==> src/rtl/alu_cmd_sequencer.sv <==
// Command sequencer for four external ALU units: latches one command, pulses the
// selected unit enable, waits for its result flag (with timeout), and holds the result for the consumer.
module alu_cmd_sequencer #(
  parameter int unsigned DATA_W  = 16,
  parameter int unsigned TIMEOUT = 4
) (
  input  logic              clk,
  input  logic              rst,
  input  logic              cmd_valid,
  output logic              cmd_ready,
  input  logic [3:0]        cmd_fn,
  input  logic [DATA_W-1:0] cmd_a,
  input  logic [DATA_W-1:0] cmd_b,
  output logic [DATA_W-1:0] A,
  output logic [DATA_W-1:0] B,
  output logic [1:0]        alu_fn,
  output logic              arith_enable,
  output logic              logic_enable,
  output logic              cmp_enable,
  output logic              shift_enable,
  input  logic [DATA_W-1:0] arith_out,
  input  logic [DATA_W-1:0] logic_out,
  input  logic [DATA_W-1:0] cmp_out,
  input  logic [DATA_W-1:0] shift_out,
  input  logic              arith_flag,
  input  logic              logic_flag,
  input  logic              cmp_flag,
  input  logic              shift_flag,
  output logic              res_valid,
  input  logic              res_ready,
  output logic [DATA_W-1:0] res_data,
  output logic              res_eq,
  output logic              res_gt,
  output logic              res_lt,
  output logic              res_err,
  output logic [7:0]        op_count
);

  typedef enum logic [1:0] {IDLE, ISSUE, WAIT, DONE} state_t;

  localparam logic [3:0] TMO_LAST = 4'(TIMEOUT - 1);

  state_t            state, state_nx;
  logic [1:0]        sel;
  logic [3:0]        wait_cnt;
  logic              accept, hit, tmo, hs;
  logic              sel_flag;
  logic [DATA_W-1:0] sel_out;
  logic [3:0]        en_vec;

  // Only the selected unit's flag/result is ever looked at.
  always_comb begin
    sel_flag = 1'b0;
    sel_out  = '0;
    unique case (sel)
      2'b00: begin sel_flag = arith_flag; sel_out = arith_out; end
      2'b01: begin sel_flag = logic_flag; sel_out = logic_out; end
      2'b10: begin sel_flag = cmp_flag;   sel_out = cmp_out;   end
      2'b11: begin sel_flag = shift_flag; sel_out = shift_out; end
    endcase
  end

  always_ff @(posedge clk or negedge rst) begin
    if (!rst) state <= IDLE;
    else      state <= state_nx;
  end

  always_comb begin
    state_nx = state;
    accept   = 1'b0;
    hit      = 1'b0;
    tmo      = 1'b0;
    hs       = 1'b0;
    en_vec   = '0;
    unique case (state)
      IDLE: begin
        if (cmd_valid) begin
          accept   = 1'b1;
          state_nx = ISSUE;
        end
      end
      ISSUE: begin
        en_vec   = 4'b0001 << sel;
        state_nx = WAIT;
      end
      WAIT: begin
        // A flag arriving in the final allowed cycle wins over the timeout.
        if (sel_flag) begin
          hit      = 1'b1;
          state_nx = DONE;
        end else if (wait_cnt == TMO_LAST) begin
          tmo      = 1'b1;
          state_nx = DONE;
        end
      end
      DONE: begin
        if (res_ready) begin
          hs       = 1'b1;
          state_nx = IDLE;
        end
      end
    endcase
  end

  assign cmd_ready    = (state == IDLE);
  assign res_valid    = (state == DONE);
  assign arith_enable = en_vec[0];
  assign logic_enable = en_vec[1];
  assign cmp_enable   = en_vec[2];
  assign shift_enable = en_vec[3];

  always_ff @(posedge clk or negedge rst) begin
    if (!rst) begin
      A        <= '0;
      B        <= '0;
      alu_fn   <= '0;
      sel      <= '0;
      wait_cnt <= '0;
      res_data <= '0;
      res_eq   <= 1'b0;
      res_gt   <= 1'b0;
      res_lt   <= 1'b0;
      res_err  <= 1'b0;
      op_count <= '0;
    end else begin
      if (accept) begin
        A      <= cmd_a;
        B      <= cmd_b;
        alu_fn <= cmd_fn[1:0];
        sel    <= cmd_fn[3:2];
      end
      if (state == ISSUE)
        wait_cnt <= '0;
      else if (state == WAIT && !sel_flag)
        wait_cnt <= wait_cnt + 4'd1;
      if (hit) begin
        res_data <= sel_out;
        res_err  <= 1'b0;
        res_eq   <= (sel == 2'b10) && (sel_out == DATA_W'(1));
        res_gt   <= (sel == 2'b10) && (sel_out == DATA_W'(2));
        res_lt   <= (sel == 2'b10) && (sel_out == DATA_W'(3));
      end else if (tmo) begin
        res_data <= '0;
        res_err  <= 1'b1;
        res_eq   <= 1'b0;
        res_gt   <= 1'b0;
        res_lt   <= 1'b0;
      end
      if (hs)
        op_count <= op_count + 8'd1;
    end
  end

endmodule

==> config.mk <==
export PLATFORM = sky130hd
export DESIGN_NAME = alu_cmd_sequencer
export DESIGN_NICKNAME = d
export VERILOG_FILES = /design/src/rtl/alu_cmd_sequencer.sv
export SDC_FILE = /design/constraint.sdc
export NUM_CORES = 1
export LEC_CHECK = 0
export CAP_MARGIN = 20
export CORE_ASPECT_RATIO = 1.4
export CORE_MARGIN = 2
export CORE_UTILIZATION = 36
export DETAILED_ROUTE_END_ITERATION = 8
export GPL_TIMING_DRIVEN = 0
export PLACE_DENSITY = 0.74
export SYNTH_ARGS = -nofsm -noshare
export SYNTH_HDL_FRONTEND = slang
export SYNTH_SLANG_ARGS = --single-unit
==> constraint.sdc <==
create_clock -name clk -period 1.7 [get_ports clk]
set_input_delay 0.255 -clock clk [delete_from_list [all_inputs] [get_ports clk]]
set_output_delay 0.255 -clock clk [all_outputs]
set_load 0.03 [all_outputs]
# [Yosys cells after proc, flatten, opt, wreduce, memory -nomap -nowiden]
# Index checks and enable logic that the tools add are counted.
[word_totals] out_inout_bits=68 register_bits=70 wordCells=65 romBits=0 input_bits=108 latch_bits=0 ram_bits=0 memories=0
[classes] n_eq_ne=13 muxes=27 div_mod_pow=0 bitwise=0 n_shift=1 reduce_logical=10 order_cmp=0 n_mul=0 n_addsub=2
[ops] operator="case mux 16 bit (4 select lines)" n=1
[ops] operator="== test 16 x 2 -> 1 bit (second input constant)" n=2
[ops] operator="two-way mux 16 bit" n=2
[ops] operator="== test 16 x 1 -> 1 bit (second input constant)" n=1
[ops] operator="two-way mux 1 bit" n=15
[ops] operator="two-way mux 4 bit" n=3
[ops] operator="adder 8 x 1 -> 8 bit (second input constant)" n=1
[ops] operator="== test 2 bit (second input constant)" n=4
[ops] operator="two-way mux 2 bit" n=4
[ops] operator="case mux 2 bit (4 select lines)" n=1
[ops] operator="adder 4 x 1 -> 4 bit (second input constant)" n=1
[ops] operator="== test 2 x 1 -> 1 bit (second input constant)" n=2
[ops] operator="== test 4 x 2 -> 1 bit (second input constant)" n=1
[ops] operator="logical AND 1 bit" n=4
[ops] operator="logical NOT 2 bit" n=2
[ops] operator="case mux 1 bit (4 select lines)" n=1
[ops] operator="nonzero test 2 bit" n=2
[ops] operator="<< shifter 1 x 2 -> 4 bit (first input constant)" n=1
[ops] operator="inequality test 3 bit (second input constant)" n=1
[ops] operator="AND reduction 3 bit" n=1
[ops] operator="inequality test 2 x 1 -> 1 bit (second input constant)" n=1
[ops] operator="inequality test 2 bit (second input constant)" n=1
[ops] operator="logical NOT 1 bit" n=1

# [Logic depth before layout (Yosys ltp)]
[depth] ltp_word=6 ltp_mapped=7

# [Worst setup path before layout]
# OpenSTA, ideal clock, no wires.
[synth_path] path_type="register to register" start="register state[0]" end="register A[0]" arrival_time_ns=1.756 required_time_ns=1.575 path_stages_with_launch=6 slack_ns=-0.181 path_cell_list="dfrtp_1 > inv_1 > ha_1 > nand2_1 > clkbuf_1 > mux2_2"
[synth_via] elab_chain_len=2
[synth_rtl] item="start, declared" line_no="43" source="state_t state, state_nx;"
[synth_rtl] item="start signal, assigned" line_no="65" source="else state <= state_nx;"
[synth_rtl] item="logical NOT 2 bit"
[synth_rtl] item="net cmd_ready" line_no="10" source="output logic cmd_ready,"
[synth_rtl] item="two-way mux 1 bit" line_no="75" source="unique case (state)"
[synth_rtl] item="end signal, assigned" line_no="127" source="A <= cmd_a;"
[synth_rtl] item="end, declared" line_no="14" source="output logic [DATA_W-1:0] A,"
# The timed path passes the listed nets, and every way through them passes these cells.
# A chain may end at the register's enable or synchronous reset.

# [Final worst setup path]
[layout_path] start="register sel[0]" end="register res_lt"
[layout_via] elab_chain_len=5 elab_cells_between_ends=14
[layout_rtl] item="start, declared" line_no="44" source="logic [1:0] sel;"
[layout_rtl] item="start signal, assigned" line_no="130" source="sel <= cmd_fn[3:2];"
[layout_rtl] item="== test 2 bit, or another cell as far along" line_no="55" source="unique case (sel)"
[layout_rtl] item="case mux 16 bit (4 select lines) / case mux 1 bit (4 select lines) (equally long branches)" line_no="55"
[layout_rtl] item="== test 16 x 2 -> 1 bit / two-way mux 1 bit (equally long branches)" line_no="141, 88"
[layout_rtl] item="logical AND 1 bit / two-way mux 1 bit (equally long branches)" line_no="141, 75"
[layout_rtl] item="two-way mux 1 bit / nonzero test 2 bit (equally long branches)"
[layout_rtl] item="end signal, assigned" line_no="141" source="res_lt <= (sel == 2'b10) && (sel_out == DATA_W'(3));"
[layout_rtl] item="end, declared" line_no="34" source="output logic res_lt,"
# Parallel ways exist; a longest one is shown, timed or not.

==> qor.csv <==
stage;metric;value;unit
floorplan;io_pins;176;
route;wl_met3;537;um
setup_path;critPathKind;reg2reg;
floorplan;num_rows;41;
run_status;status;finished, violations left;
clocking;cts_tree;done;
grt;grt-ovfl-total;0;
final_layout;area_delta_synth_final;75.2;%
sta;whs;427;ps
setup_path;endpoint_kind;register;
power;power_switching;4.25;mW
synthesis;synthArstFlopShare;100;%
floorplan;die-area;9920;sq um
final_layout;multi_input_area;1570;sq um
power;p_comb_share;58.2;%
clocking;cts_buffers;9;
setup_path;critPathMaxFanout;8;
grt;antenna_found_initial;0;
synthesis;yosysUniqueCellTypes;36;
power;cellPowerDensity;1900;nW/um^2
route;via_per_inst;5.00;
synthesis;synth_area_leaders;dfrtp_1 (53%), mux2_2 (13%), mux4_2 (10%);
route;ant_nets;0;
place;portBuffers;175;
power;swShare;38.9;%
route;top_layer;met4;
setup_path;regToRegSetupSlack;-150;ps
synthesis;synth.avg_cell_area;14.2;sq um
place;hpwl;7.35;mm
sta;period_minus_slack;1850;ps
sta;maxSlewViolCount;0;
run_status;violations;setup timing;
setup_path;required;1950;ps
power;vdd_drop_max;1240;uV
route;drc;0;
grt;track_usage;20.4;%
place;finalWeightedCongestion;0.796;
sta;finalCritPeriodShare;109;%
final_layout;diodes;0;
sta;setup_tns;-437;ps
clocking;clock_sinks;70;
route;wl_met2;5.25;mm
power;seqPwrFrac;26.0;%
sta;finClkSkew;3.52;ps
clocking;path_clk_slew;50;ps
setup_path;worstPathArrival;2100;ps
final_layout;num-fill-cells;700;
floorplan;core_area;8930;sq um
clocking;clock_latency;330;ps
synthesis;synth_nets;345;
clocking;cts_max_level;3;
flow_run;maxCapViolCount;0;
synthesis;synth-seq-area-share;53.3;%
floorplan;dieWidth;84.8;um
floorplan;start_util;36.8;%
clocking;cts-root-buf;clkbuf_16;
synthesis;synth_top_area_share;53.3;%
sta;worst_pin_slew;474;ps
sta;setup_viol;6;
power;p_int;6.68;mW
synthesis;yosysWarningCount;0;
floorplan;die_y;117;um
sta;hold_viol_final;0;
route;drt-wirelength-per-cell;18.2;um
sta;rsz0062_at_grt;true;
route;drtIter0Drc;90;
grt;grt_max_degree;37;
place;placedCellCount;514;
synthesis;synth-seq-cells;70;
final_layout;seq_area;1750;sq um
power;power.leakage;2.46;nW
power;clkPwrFrac;15.8;%
worst_hold_path;worstHoldPathType;in2async;
synthesis;synth_edf_count;0;
grt;grt_pass1_wl;15.4;mm
final_layout;fin_nets;545;
final_layout;final_cell_mix;clkdlybuf4s50_1 (162), dfrtp_1 (69), mux2_2 (37), buf_4 (16);
route;vias;2703;
sta;finalWorstSetupSlack;-149;ps
route;first_pass_iters;4;
route;met1_length;3.80;mm
synthesis;yosysTopAreaCell;dfrtp_1;
final_layout;fin_cells;541;
grt;grt_pass1_vias;2952;
final_layout;mostFrequentLayoutCell;clkdlybuf4s50_1;
sta;maxSlewHeadroom;68.4;%
route;routed_wl;9.85;mm
clocking;clockBufferDepth;2;
synthesis;synth_cells;231;
final_layout;drive_gt1_share;26.3;%
sta;fmax;0.541;GHz
power;report.power.total;10.9;mW
synthesis;synth-main-ff-cell;dfrtp_1;
setup_path;cp-start-kind;register;
synthesis;synth_area;3290;sq um
==> Yosys cell counts, drive strengths merged (2+ instances only) <==
master and count:
xor2 4, dfrtp 70, a22o 15, inv 3, nor2 11, and3 2, nand2 14, buf 7
xnor2 6, mux4 16, nand3 2, mux2i 4, nor3b 3, ha 6, nand4 2, mux2 38
nand2b 4, nor2b 3, o21ai 4, clkbuf 5, nor4 2
==> state kept, by name (all words and copies together) (netlist names) <==
signal and flops:
res_eq 1, sel 2, B 16, res_gt 1, state 2, res_lt 1
alu_fn 2, res_err 1, op_count 8, A 16, res_data 16, wait_cnt 4
==> worst paths after layout <==
kind / from / end / cells after the start
worst max-delay path: sel[0] / res_lt / 5
worst min-delay path: rst / op_count[7] / 2
worst max register to register: sel[0] / res_lt / 5
worst min register to register: op_count[7] / op_count[7] / 1
max in group asynchronous: rst / res_data[12] / 3
min in group clk: op_count[7] / op_count[7] / 1
==> power groups by stage <==
| stage | registers (mW) | clock network [mW] | logic, mW |
|---|---|---|---|
| global placement | 2.80 | 0 | 5.71 |
| global route | 2.94 | 1.84 | 6.72 |
| CTS | 2.83 | 1.77 | 6.14 |
| detailed placement | 2.84 | 0 | 5.79 |
| finish | 2.84 | 1.72 | 6.36 |
| floorplan | 4.11 | 0 | 2.24 |
==> critical path, cell delays in order (launching register included) <==
cell and delay, ps:
dfrtp_1 330, buf_6 150, mux4_2 560, nor4_4 300
nand4_1 230, o21ai_1 200
==> stage by stage <==
stage	util [%]	instance area [sq um]	setup slack [ps]
finish	64.5	5760	-149
global route	64.5	5760	-247
CTS	63.0	5620	-152
detailed placement	58.3	5210	-744
global placement	58.1	5190	-2110
floorplan	-	3300	-17.7
==> kinds of logic (layout without fill, tap and decap cells) <==
family,Yosys count,count (layout),synth area share [%]
fa+ha+maj,6,6,2.28
buf+inv,15,218,2.59
compound gates,25,25,6.62
flops,70,70,53.3
simple gates,47,47,7.23
xor+xnor,10,10,2.66
mux,58,58,25.3
==> repair_timing <==
| item | 4_1_cts | 5_1_grt |
|---|---|---|
| hold buffers | 1 | 0 |
| endpoints found under the setup margin | 60 | 57 |
| hold endpoints to repair | 34 | 0 |
| resized for setup | 59 | 24 |
| buffers inserted | 6 | 7 |
| pin swaps | 6 | 16 |
==> per-layer routing <==
| layer | GRT usage [%] | vias to the layer above |
|---|---|---|
| li1 | - | 1250 |
| met2 | 35.9 | 94 |
| met1 | 24.1 | 1340 |
| met5 | 0 | - |
| met3 | 5.47 | 19 |
| met4 | 7.72 | 0 |
==> final cells by class <==
| type | count | share of cell area [%] |
|---|---|---|
| inverter | 3 | 0.196 |
| multi-input combinational | 146 | 27.3 |
| sequential | 70 | 30.4 |
| buffer | 11 | 2.19 |
| clock inverter | 1 | 0.0869 |
| clock buffer | 13 | 4.69 |
| tap | 107 | 2.33 |
| timing repair buffer | 190 | 32.8 |
No activity file was read; power rests on OpenSTA's default activity.
